### src/rtl/game_state_ctrl.sv
// Tank-game screen sequencer: menu, play, continue and final screens, with level, tank and lives counters.
// Latency: one cycle from an input pulse to the state/counter update. Backpressure: none; pulses are consumed as they arrive.
module game_state_ctrl #(
  parameter int NUM_LEVELS      = 3,
  parameter int TANKS_PER_LEVEL = 20,
  parameter int PLAYER_LIVES    = 3,
  parameter int CONTINUE_FRAMES = 120
) (
  input  logic       clk_i,
  input  logic       rst_ni,
  input  logic       start_i,
  input  logic       frame_tick_i,
  input  logic       enemy_killed_i,
  input  logic       player_hit_i,
  output logic       is_menu_o,
  output logic       is_playing_o,
  output logic       is_continue_o,
  output logic       is_final_o,
  output logic [2:0] level_o,
  output logic [4:0] tanks_left_o,
  output logic [1:0] lives_o,
  output logic       level_start_o,
  output logic       game_won_o
);

  localparam int FW = $clog2(CONTINUE_FRAMES + 1);

  typedef enum logic [1:0] {
    ST_MENU     = 2'd0,
    ST_PLAYING  = 2'd1,
    ST_CONTINUE = 2'd2,
    ST_FINAL    = 2'd3
  } state_t;

  state_t          state_q, state_d;
  logic [2:0]      level_q, level_d;
  logic [4:0]      tanks_q, tanks_d, tanks_dec;
  logic [1:0]      lives_q, lives_d, lives_dec;
  logic [FW-1:0]   frame_q, frame_d, frame_inc;
  logic            won_q, won_d;
  logic            start_prev_q;
  logic            level_start_q;
  logic            start_press;

  // start_prev resets high so a button held through reset is not a press.
  assign start_press = start_i & ~start_prev_q;

  always_comb begin
    state_d   = state_q;
    level_d   = level_q;
    tanks_d   = tanks_q;
    lives_d   = lives_q;
    won_d     = won_q;
    frame_d   = frame_q;
    tanks_dec = (enemy_killed_i && tanks_q != 5'd0) ? tanks_q - 5'd1 : tanks_q;
    lives_dec = (player_hit_i && lives_q != 2'd0) ? lives_q - 2'd1 : lives_q;
    frame_inc = frame_q + FW'(1);

    unique case (state_q)
      ST_MENU: begin
        if (start_press) begin
          state_d = ST_PLAYING;
          level_d = 3'd1;
          tanks_d = 5'(TANKS_PER_LEVEL);
          lives_d = 2'(PLAYER_LIVES);
        end
      end
      ST_PLAYING: begin
        tanks_d = tanks_dec;
        lives_d = lives_dec;
        // Losing the last life wins over clearing the last tank in the same cycle.
        if (player_hit_i && lives_q == 2'd1) begin
          state_d = ST_FINAL;
          won_d   = 1'b0;
        end else if (enemy_killed_i && tanks_q == 5'd1) begin
          if (level_q == 3'(NUM_LEVELS)) begin
            state_d = ST_FINAL;
            won_d   = 1'b1;
          end else begin
            state_d = ST_CONTINUE;
            frame_d = '0;
          end
        end
      end
      ST_CONTINUE: begin
        if (frame_tick_i) begin
          frame_d = frame_inc;
          if (frame_inc == FW'(CONTINUE_FRAMES)) begin
            state_d = ST_PLAYING;
            level_d = level_q + 3'd1;
            tanks_d = 5'(TANKS_PER_LEVEL);
          end
        end
      end
      ST_FINAL: begin
        if (start_press) begin
          state_d = ST_MENU;
          won_d   = 1'b0;
        end
      end
      default: state_d = ST_MENU;
    endcase
  end

  always_ff @(posedge clk_i or negedge rst_ni) begin
    if (!rst_ni) begin
      state_q       <= ST_MENU;
      level_q       <= 3'd1;
      tanks_q       <= 5'd0;
      lives_q       <= 2'd0;
      won_q         <= 1'b0;
      frame_q       <= '0;
      start_prev_q  <= 1'b1;
      level_start_q <= 1'b0;
    end else begin
      state_q       <= state_d;
      level_q       <= level_d;
      tanks_q       <= tanks_d;
      lives_q       <= lives_d;
      won_q         <= won_d;
      frame_q       <= frame_d;
      start_prev_q  <= start_i;
      level_start_q <= (state_d == ST_PLAYING) && (state_q != ST_PLAYING);
    end
  end

  assign is_menu_o     = (state_q == ST_MENU);
  assign is_playing_o  = (state_q == ST_PLAYING);
  assign is_continue_o = (state_q == ST_CONTINUE);
  assign is_final_o    = (state_q == ST_FINAL);
  assign level_o       = level_q;
  assign tanks_left_o  = tanks_q;
  assign lives_o       = lives_q;
  assign level_start_o = level_start_q;
  assign game_won_o    = won_q;

endmodule

### config.mk
export PLATFORM = sky130hd
export DESIGN_NAME = game_state_ctrl
export DESIGN_NICKNAME = d
export VERILOG_FILES = /design/src/rtl/game_state_ctrl.sv
export SDC_FILE = /design/constraint.sdc
export NUM_CORES = 1
export LEC_CHECK = 0
export ABC_AREA = 1
export CORE_AREA = 3 3 55 57
export CTS_BUF_LIST = sky130_fd_sc_hd__clkbuf_4 sky130_fd_sc_hd__clkbuf_8 sky130_fd_sc_hd__clkbuf_16
export CTS_CLUSTER_SIZE = 10
export DETAILED_ROUTE_END_ITERATION = 10
export DIE_AREA = 0 0 58 60
export GPL_TIMING_DRIVEN = 0
export PLACE_DENSITY = 0.77
export SETUP_SLACK_MARGIN = 0.5
export SLEW_MARGIN = 20
export SYNTH_ARGS = -nofsm -noshare
export SYNTH_HDL_FRONTEND = slang
export SYNTH_SLANG_ARGS = --single-unit
### constraint.sdc
create_clock -name clk_i -period 2.24 [get_ports clk_i]
set_clock_uncertainty 0.05 [all_clocks]
set_input_delay 0.672 -clock clk_i [delete_from_list [all_inputs] [get_ports clk_i]]
set_output_delay 0.672 -clock clk_i [all_outputs]
set_load 0.03 [all_outputs]
---- Yosys cells after proc, flatten, opt, wreduce, memory -nomap -nowiden ----
Cells that the tools add are included.
operators by class
  add/subtract/negate cells ............... 4
  mux-type cells .......................... 30
  bitwise gates (word level) .............. 2
  reduce and logical (&&, ||, !) cells .... 18
  eq/ne operators ......................... 20
operators with widths
  kind                   count
  $mux W7                4
  $mux W5                4
  $mux W2                8
  $pmux W5 S3            1
  $ne A2 B1 Y1 const B   7
  $pmux W7 S2            1
  $reduce_and A5 Y1      2
  $reduce_bool A2 Y1     5
  $mux W3                3
  $pmux W2 S4            1
  $reduce_and A4 Y1      2
  $add A7 B1 Y7 const B  1
  $eq A7 B7 Y1 const B   1
  $eq A2 B1 Y1 const B   3
  $ne A2 B2 Y1 const B   3
  $ne A3 B1 Y1 const B   2
  $pmux W3 S2            1
  $eq A5 B1 Y1 const B   1
  $logic_and A1 B1 Y1    5
  $mux W1                5
  $reduce_bool A5 Y1     1
  $sub A5 B1 Y5 const B  1
  $eq A2 B2 Y1 const B   2
  $pmux W2 S2            1
  other kinds (9)        9
word-level totals
  register bits after elaboration ......... 22
  output and inout port bits .............. 16

---- Longest topological paths before layout ----
Gate-level depths: netlist (run 1).
  depth in word-level cells ............... 7
  mapped depth ............................ 12
  gate-level depth less buffers ........... 11

---- Least setup slack after synthesis (run 1) ----
Ideal clock, no wire load.
  path type ............................... reg2reg
  from .................................... reg tanks_q[0] (netlist: tanks_left_o[0])
  to ...................................... reg tanks_q[0] (netlist: tanks_left_o[0])
  slack ................................... 0.489 ns
  stages on the path, launching flop included .. 9
  clock period less this slack ............ 1.751 ns
  library setup time ...................... 0.118 ns
  data arrival time ....................... 1.583 ns
  path through ............................ dfrtp_1 inv_1 ha_1 nand3_1 nand2_1 a21oi_1 nand3_1 nand2_1 nand2_1
on the way
  word-level cells in the longest chain between the ends .. 4
ends and longest elaborated chain
  element                                                                line  source
  from (decl)                                                            37    logic [4:0] tanks_q, tanks_d, tanks_dec;
  from (signal assigned)                                                 118   tanks_q <= tanks_d;
  parallel branches: the longest is 4 deep, another holds $sub A5 B1 Y5  --
Parallel ways; which one is timed is not known. The select of a mux whose other input is x is not followed.
A chain may end at the register's enable or synchronous reset.

---- Final worst setup path (run 1) ----
  from .................................... reg state_q[1]
  to ...................................... out is_playing_o
on the way
  word-level cells in the longest chain between the ends .. 1
ends and longest elaborated chain
  element                 line  source
  from (decl)             35    state_t state_q, state_d;
  from (signal assigned)  116   state_q <= state_d;
  $eq A2 B1 Y1            128   assign is_playing_o = (state_q == ST_PLAYING);
  to (decl)               16    output logic is_playing_o,
No other way between the ends.

==> results.py, run 1 <==
metrics = {
    "detailed_routing": {
        "wire_per_inst_um": 13.6,
        "vias_per_cell": 5.41,
        "firstDrtPassIters": 4,
        "vias": 1332,
        "postRouteAntennaNets": 0,
        "route.detailed.drc": 0,
        "routed_wl_um": 3340,
        "dr.first_iter.drc_count": 42,
    },
    "job": {
        "maxCapViolations": 0,
    },
    "place": {
        "hpwl_um": 2190,
        "gp_congestion": 0.891,
        "placed_cells": 224,
        "port_buffers": 21,
    },
    "grt": {
        "grt.total_usage": 0.200,
        "grt_overflow": 0,
        "grt_max_degree": 23,
        "grt_pass1_vias": 1219,
        "antenna_found_initial": 0,
        "grt_pass1_wl_um": 5310,
    },
    "sta": {
        "hold_violations": 0,
        "max_freq_mhz": 526,
        "min_period_ns": 1.90,
        "worstMarginPinSlew_ns": 0.477,
        "finalSetupViolations": 0,
        "rsz0062_at_grt": "yes",
        "relSlewSlack": 0.682,
        "finalCritPeriodShare": 0.850,
        "final_max_slew_viol_count": 0,
    },
    "setup_path": {
        "crit_required_ns": 1.52,
        "critPathKind": "reg2out",
        "critPathCaptureType": "output pin",
        "slowest_stage": "dfrtp_2",
        "slowest_delay_ns": 0.47,
        "cp.buffers_inverters": 2,
        "crit_arrival_ns": 1.18,
        "cpMostUsedCell": "buf_6",
        "r2r-end": "frame_q[5]",
        "cp_top_family": "flip-flops",
        "r2r-start": "level_o[0]",
        "critPathLaunchType": "flop",
        "crit_fanout": 4,
        "cp_cell_sequence": "buf_6 -> nor2_4 -> buf_6",
        "rrSetupSlack_ns": 0.51,
        "rr_worst_depth": 8,
    },
    "clock_network": {
        "insertion_delay_ns": 0.32,
        "clk_pin_slew_ns": 0.13,
        "cts_max_level": 1,
        "root_buffer": "clkbuf_4",
        "cts.path.max_buffers": 2,
        "cts_tree": "done",
        "cts_buffers": 3,
        "clkSinkCount": 22,
    },
    "final_layout": {
        "syn_to_final_growth_pct": 34.1,
        "nets": 231,
        "layout.cells.non_filler": 246,
        "diodes": 0,
        "drive_gt1_frac": 0.366,
        "final_util": 0.714,
    },
    "yosys": {
        "post_synth.cell_area_avg_um2": 7.77,
        "yosys.area.top_type": "dfrtp_1",
        "ys_ff_latch": 22,
        "syn_area_um2": 1340,
        "synth_nets": 187,
        "synthDistinctLibCells": 26,
        "synth_top_area_share": 0.372,
        "yosysWarnings": 0,
        "ys_top_cells_by_area": "dfrtp_1 37%, nand2_1 13%, ha_1 7.4%, inv_1 7.0%, nand3_1 5.6%",
        "synth_seq_area_share": 0.412,
        "synthCells": 173,
    },
    "die": {
        "ios": 22,
        "initial_core_util": 0.533,
        "die_y_um": 60,
        "die-area_um2": 3480,
        "fp-row-count": 18,
        "core_area_um2": 2520,
        "die_w_um": 58,
    },
    "hold_path": {
        "hold_class": "in2async",
    },
    "power_and_ir_drop": {
        "leakage_nw": 0.917,
        "p_per_area_nw_per_um2": 1470,
        "ir_drop_uv": 1130,
    },
    "outcome": {
        "outcome": "completed",
    },
}
## repair_timing
| item | CTS | global route |
|---|---|---|
| hold buffers | 0 | 0 |
| cloned | 0 | 1 |
| buffers inserted | 10 | 7 |
| resized for setup | 87 | 28 |
| hold endpoints to repair | 0 | 0 |
| pin swaps | 2 | 10 |
| endpoints found under the setup margin | 26 | 23 |
## stage by stage
step	TNS, ns	setup WS (ns)	hold WS (ns)	total power, W	area, um2
after floorplan	0	0.524	0.326	0.00167	1350
after global routing	0	0.275	0.263	0.00287	1800
after global placement	-0.816	-0.166	0.424	0.00207	1590
after CTS	0	0.365	0.466	0.00246	1690
after detailed placement	-0.700	-0.154	0.439	0.00211	1590
final	0	0.337	0.239	0.00264	1800
## metal layers
metal,up-vias,part of all wire,global-route usage
met5,-,0,0
met4,0,0.020,0.109
met3,6,0.058,0.0324
met2,46,0.49,0.335
met1,629,0.43,0.244
li1,651,-,-
## synthesized netlist by cell type
| cell type | instances |
|---|---|
| nor3b_2 | 1 |
| a22oi_1 | 1 |
| or2_0 | 1 |
| ha_1 | 8 |
| inv_2 | 3 |
| o22ai_1 | 3 |
| dfrtp_1 | 20 |
| inv_1 | 25 |
| nor2_4 | 3 |
| o2111ai_1 | 1 |
| nand3_1 | 15 |
| nand2_2 | 2 |
| or2_2 | 1 |
| a32o_1 | 1 |
| dfstp_2 | 2 |
| o21ai_2 | 1 |
| nor2_1 | 15 |
| o31ai_1 | 1 |
| nor3_1 | 1 |
| buf_6 | 1 |
| xor2_1 | 1 |
| nand3_4 | 1 |
| nand2_1 | 46 |
| nand4_1 | 9 |
| a21oi_1 | 5 |
| o21ai_0 | 5 |
## worst max path at each step
stage | startpoint | to | slack [ns] | cells after the start
after floorplan | tanks_left_o[1] | tanks_left_o[3] | 0.52 | 8
after global placement | frame_tick_i | tanks_left_o[0] | -0.17 | 6
after detailed placement | frame_tick_i | tanks_left_o[3] | -0.15 | 6
after CTS | state_q[1] | is_playing_o | 0.36 | 3
after global routing | state_q[1] | is_playing_o | 0.27 | 3
final | state_q[1] | is_playing_o | 0.34 | 3
## worst reg2reg max path: stages (launching register included)
cell and delay [ns]:
dfstp_2 0.57, buf_4 0.12, ha_1 0.15, ha_1 0.19, inv_1 0.07, nand3_1 0.09, nand2_2 0.10, buf_4 0.15
o21ai_0 0.16
## state kept, by name, indices dropped and copies added (netlist names)
name / flops
frame_q: 7
tanks_left_o: 5
level_o: 3
lives_o: 2
state_q: 2
game_won_o: 1
level_start_o: 1
start_prev_q: 1
## layout by cell type, fill, tap and decap left out, drive strengths merged
cell type      Yosys  final
a22oi              1      1
dfstp              2      2
nand2             48     48
dfrtp             20     20
clkdlybuf4s15      0      1
clkbuf             0      4
nand4              9      9
a32o               1      1
nand3             16     16
a21oi              5      5
nor2              18     18
inv               28     28
xor2               1      1
o22ai              3      3
dlymetal6s2s       0      1
o21ai              6      6
o2111ai            1      1
buf                1     35
nor3               1      1
clkdlybuf4s50      0      3
nor3b              1      1
or2                2      2
o31ai              1      1
ha                 8      8
## logic make-up after synthesis
| logic type | count (synthesis) | synth area share |
|---|---|---|
| adders and majority gates | 8 | 0.0745 |
| xor gates and xnor gates | 1 | 0.00652 |
| buffers and inverters | 29 | 0.0866 |
| DFF | 22 | 0.412 |
| AOI/OAI and AO/OA | 18 | 0.0829 |
| and+or+nand+nor | 95 | 0.338 |
## report_power, final
group          total [W]  internal, W  switching [W]
clock           0.000224    0.0000994       0.000124
sequential      0.000719     0.000566       0.000153
combinational    0.00170     0.000669        0.00103
total            0.00264      0.00133        0.00131
## final cells by class
cell class / instances / area [um2]
inverter: 28 / 105
timing repair buffer: 39 / 307
sequential: 22 / 558
multi-input combinational: 122 / 747
clock buffer: 4 / 36.3
buffer: 1 / 11.3
fill: 193 / 721
tap: 30 / 37.5
No activity file was read; power rests on OpenSTA's default activity.
==> inputs of run 2 (changes only) <==
Clock period 2.24 ns to 2 ns, I/O delays scaled along.
==> results.py, run 2 (synthesis gave the netlist of run 1 again) <==
metrics = {
    "power_and_ir_drop": {
        "pwr-share-comb": 0.655,
        "internal-power_w": 0.00184,
        "p_per_area_nw_per_um2": 1720,
        "ir_drop_uv": 1280,
        "power_frac_seq": 0.244,
        "finalPower_w": 0.00351,
        "leakage_nw": 0.991,
        "p_clk_frac": 0.102,
        "netSwitchingPower_w": 0.00167,
        "switching_share": 0.475,
    },
    "final_layout": {
        "syn_to_final_growth_pct": 52.0,
        "layout.cells.non_filler": 254,
        "largest_reg_flops": 7,
        "max_flop_register": "frame_q",
        "final_common_cell": "nand2_1",
        "mostFrequentLayoutCells": "36 x nand2_1, 23 x buf_6, 20 x buf_4",
        "drive_gt1_frac": 0.469,
        "diodes": 0,
        "nets": 239,
    },
    "setup_path": {
        "cp.buffers_inverters": 2,
        "critPathKind": "reg2out",
        "slowest_delay_ns": 0.48,
        "crit_fanout": 4,
        "crit_required_ns": 1.35,
        "cpMostUsedCell": "buf_6",
        "critPathCaptureType": "output pin",
        "cp_top_family": "flip-flops",
        "critPathLaunchType": "flop",
        "slowest_stage": "dfrtp_2",
        "cp_cell_sequence": "buf_6 -> nor2_4 -> buf_6",
        "crit_arrival_ns": 1.20,
    },
    "die": {
        "fp-row-count": 18,
        "die_y_um": 60,
        "initial_core_util": 0.533,
        "die_w_um": 58,
        "die-area_um2": 3480,
        "core_area_um2": 2520,
        "ios": 22,
    },
    "clock_network": {
        "cts_max_level": 1,
        "cts_tree": "done",
        "clkSinkCount": 22,
        "root_buffer": "clkbuf_4",
        "cts_hold_buf": 0,
        "cts.path.max_buffers": 2,
        "clk_pin_slew_ns": 0.13,
        "cts_buffers": 3,
        "insertion_delay_ns": 0.32,
    },
    "detailed_routing": {
        "wire_per_inst_um": 15.5,
        "firstDrtPassIters": 6,
        "routed_wl_um": 3930,
        "route.detailed.drc": 0,
        "route.met2.wl_um": 2020,
        "met1_length_um": 1580,
        "vias_per_cell": 5.67,
        "postRouteAntennaNets": 0,
        "dr_wl_met3_um": 271,
        "dr.first_iter.drc_count": 72,
        "dr.max_layer_used": "met4",
        "vias": 1439,
    },
    "grt": {
        "grt_pass1_wl_um": 6240,
        "grt_pass1_vias": 1376,
        "grt_overflow": 0,
        "antenna_found_initial": 0,
        "grt_max_degree": 23,
        "grt.total_usage": 0.234,
    },
    "sta": {
        "finalCritPeriodShare": 0.924,
        "rsz0062_at_grt": "yes",
        "finalSetupViolations": 0,
        "fin_ws_ns": 0.152,
        "fin_tns_setup_ns": 0,
        "hold_violations": 0,
        "final_max_slew_viol_count": 0,
        "whs_ns": 0.481,
        "min_period_ns": 1.85,
        "worstMarginPinSlew_ns": 1.00,
        "relSlewSlack": 0.331,
        "max_freq_mhz": 541,
    },
    "place": {
        "port_buffers": 21,
        "placed_cells": 224,
        "dp_slack_ns": -0.113,
        "gp_congestion": 0.850,
        "hpwl_um": 2270,
    },
    "outcome": {
        "outcome": "completed",
    },
    "job": {
        "maxCapViolations": 0,
    },
    "hold_path": {
        "hold_class": "reg2reg",
    },
}
[run 2: path summary, 6_finish.rpt]
| check | start | endpoint | slack, ns | depth (start not counted) |
|---|---|---|---|---|
| setup / recovery | state_q[1] | is_playing_o | 0.15 | 3 |
| hold / removal | level_o[1] | level_o[1] | 0.48 | 2 |
| setup reg to reg | state_q[1] | level_o[2] | 0.30 | 9 |
| hold reg to reg | level_o[1] | level_o[1] | 0.48 | 2 |
| max in group asynchronous | rst_ni | tanks_left_o[1] | 0.74 | 1 |
| min in group asynchronous | rst_ni | frame_q[5] | 0.49 | 1 |
[run 2: power groups by stage]
stage	logic, W	registers (W)	clock network [W]
final	0.00230	0.000855	0.000357
after CTS	0.00200	0.000807	0.000349
after floorplan	0.000962	0.000960	0
after detailed placement	0.00159	0.000827	0
after global routing	0.00250	0.000873	0.000371
after global placement	0.00154	0.000812	0
[run 2: layout make-up]
class | count | area, um2
fillers | 159 | 480
inverters | 28 | 110
plain buffers | 1 | 11.3
repair buffers | 47 | 444
flip-flops and latches | 22 | 564
multi-input cells | 122 | 822
clock buffers | 3 | 22.5
well taps | 30 | 37.5
clock inverters | 1 | 30.0
[run 2: worst register-to-register path: stages, from the launching register on]
cell and delay [ns]:
dfrtp_2 0.46, inv_1 0.12, nor2_4 0.13, buf_4 0.12, buf_4 0.17, nand2_4 0.10
nand2_1 0.20, nand3_4 0.12, nand2_2 0.09, nand2_2 0.04
[run 2: timing repair]
action	4_1_cts	5_1_grt
gates resized for setup	138	27
buffers inserted	17	8
pin swaps	17	16
gates cloned	1	0
setup endpoints to repair	56	37
[run 2: through the flow]
step / cell area (um2) / utilization
after floorplan: 1380 / -
after global placement: 1620 / 0.644
after detailed placement: 1620 / 0.644
after CTS: 1900 / 0.753
after global routing: 2040 / 0.810
final: 2040 / 0.810
[run 2: per-layer routing]
| layer | vias up | track usage |
|---|---|---|
| met5 | - | 0 |
| met4 | 0 | 0.0828 |
| met3 | 11 | 0.0410 |
| met2 | 65 | 0.419 |
| met1 | 695 | 0.282 |
| li1 | 668 | - |
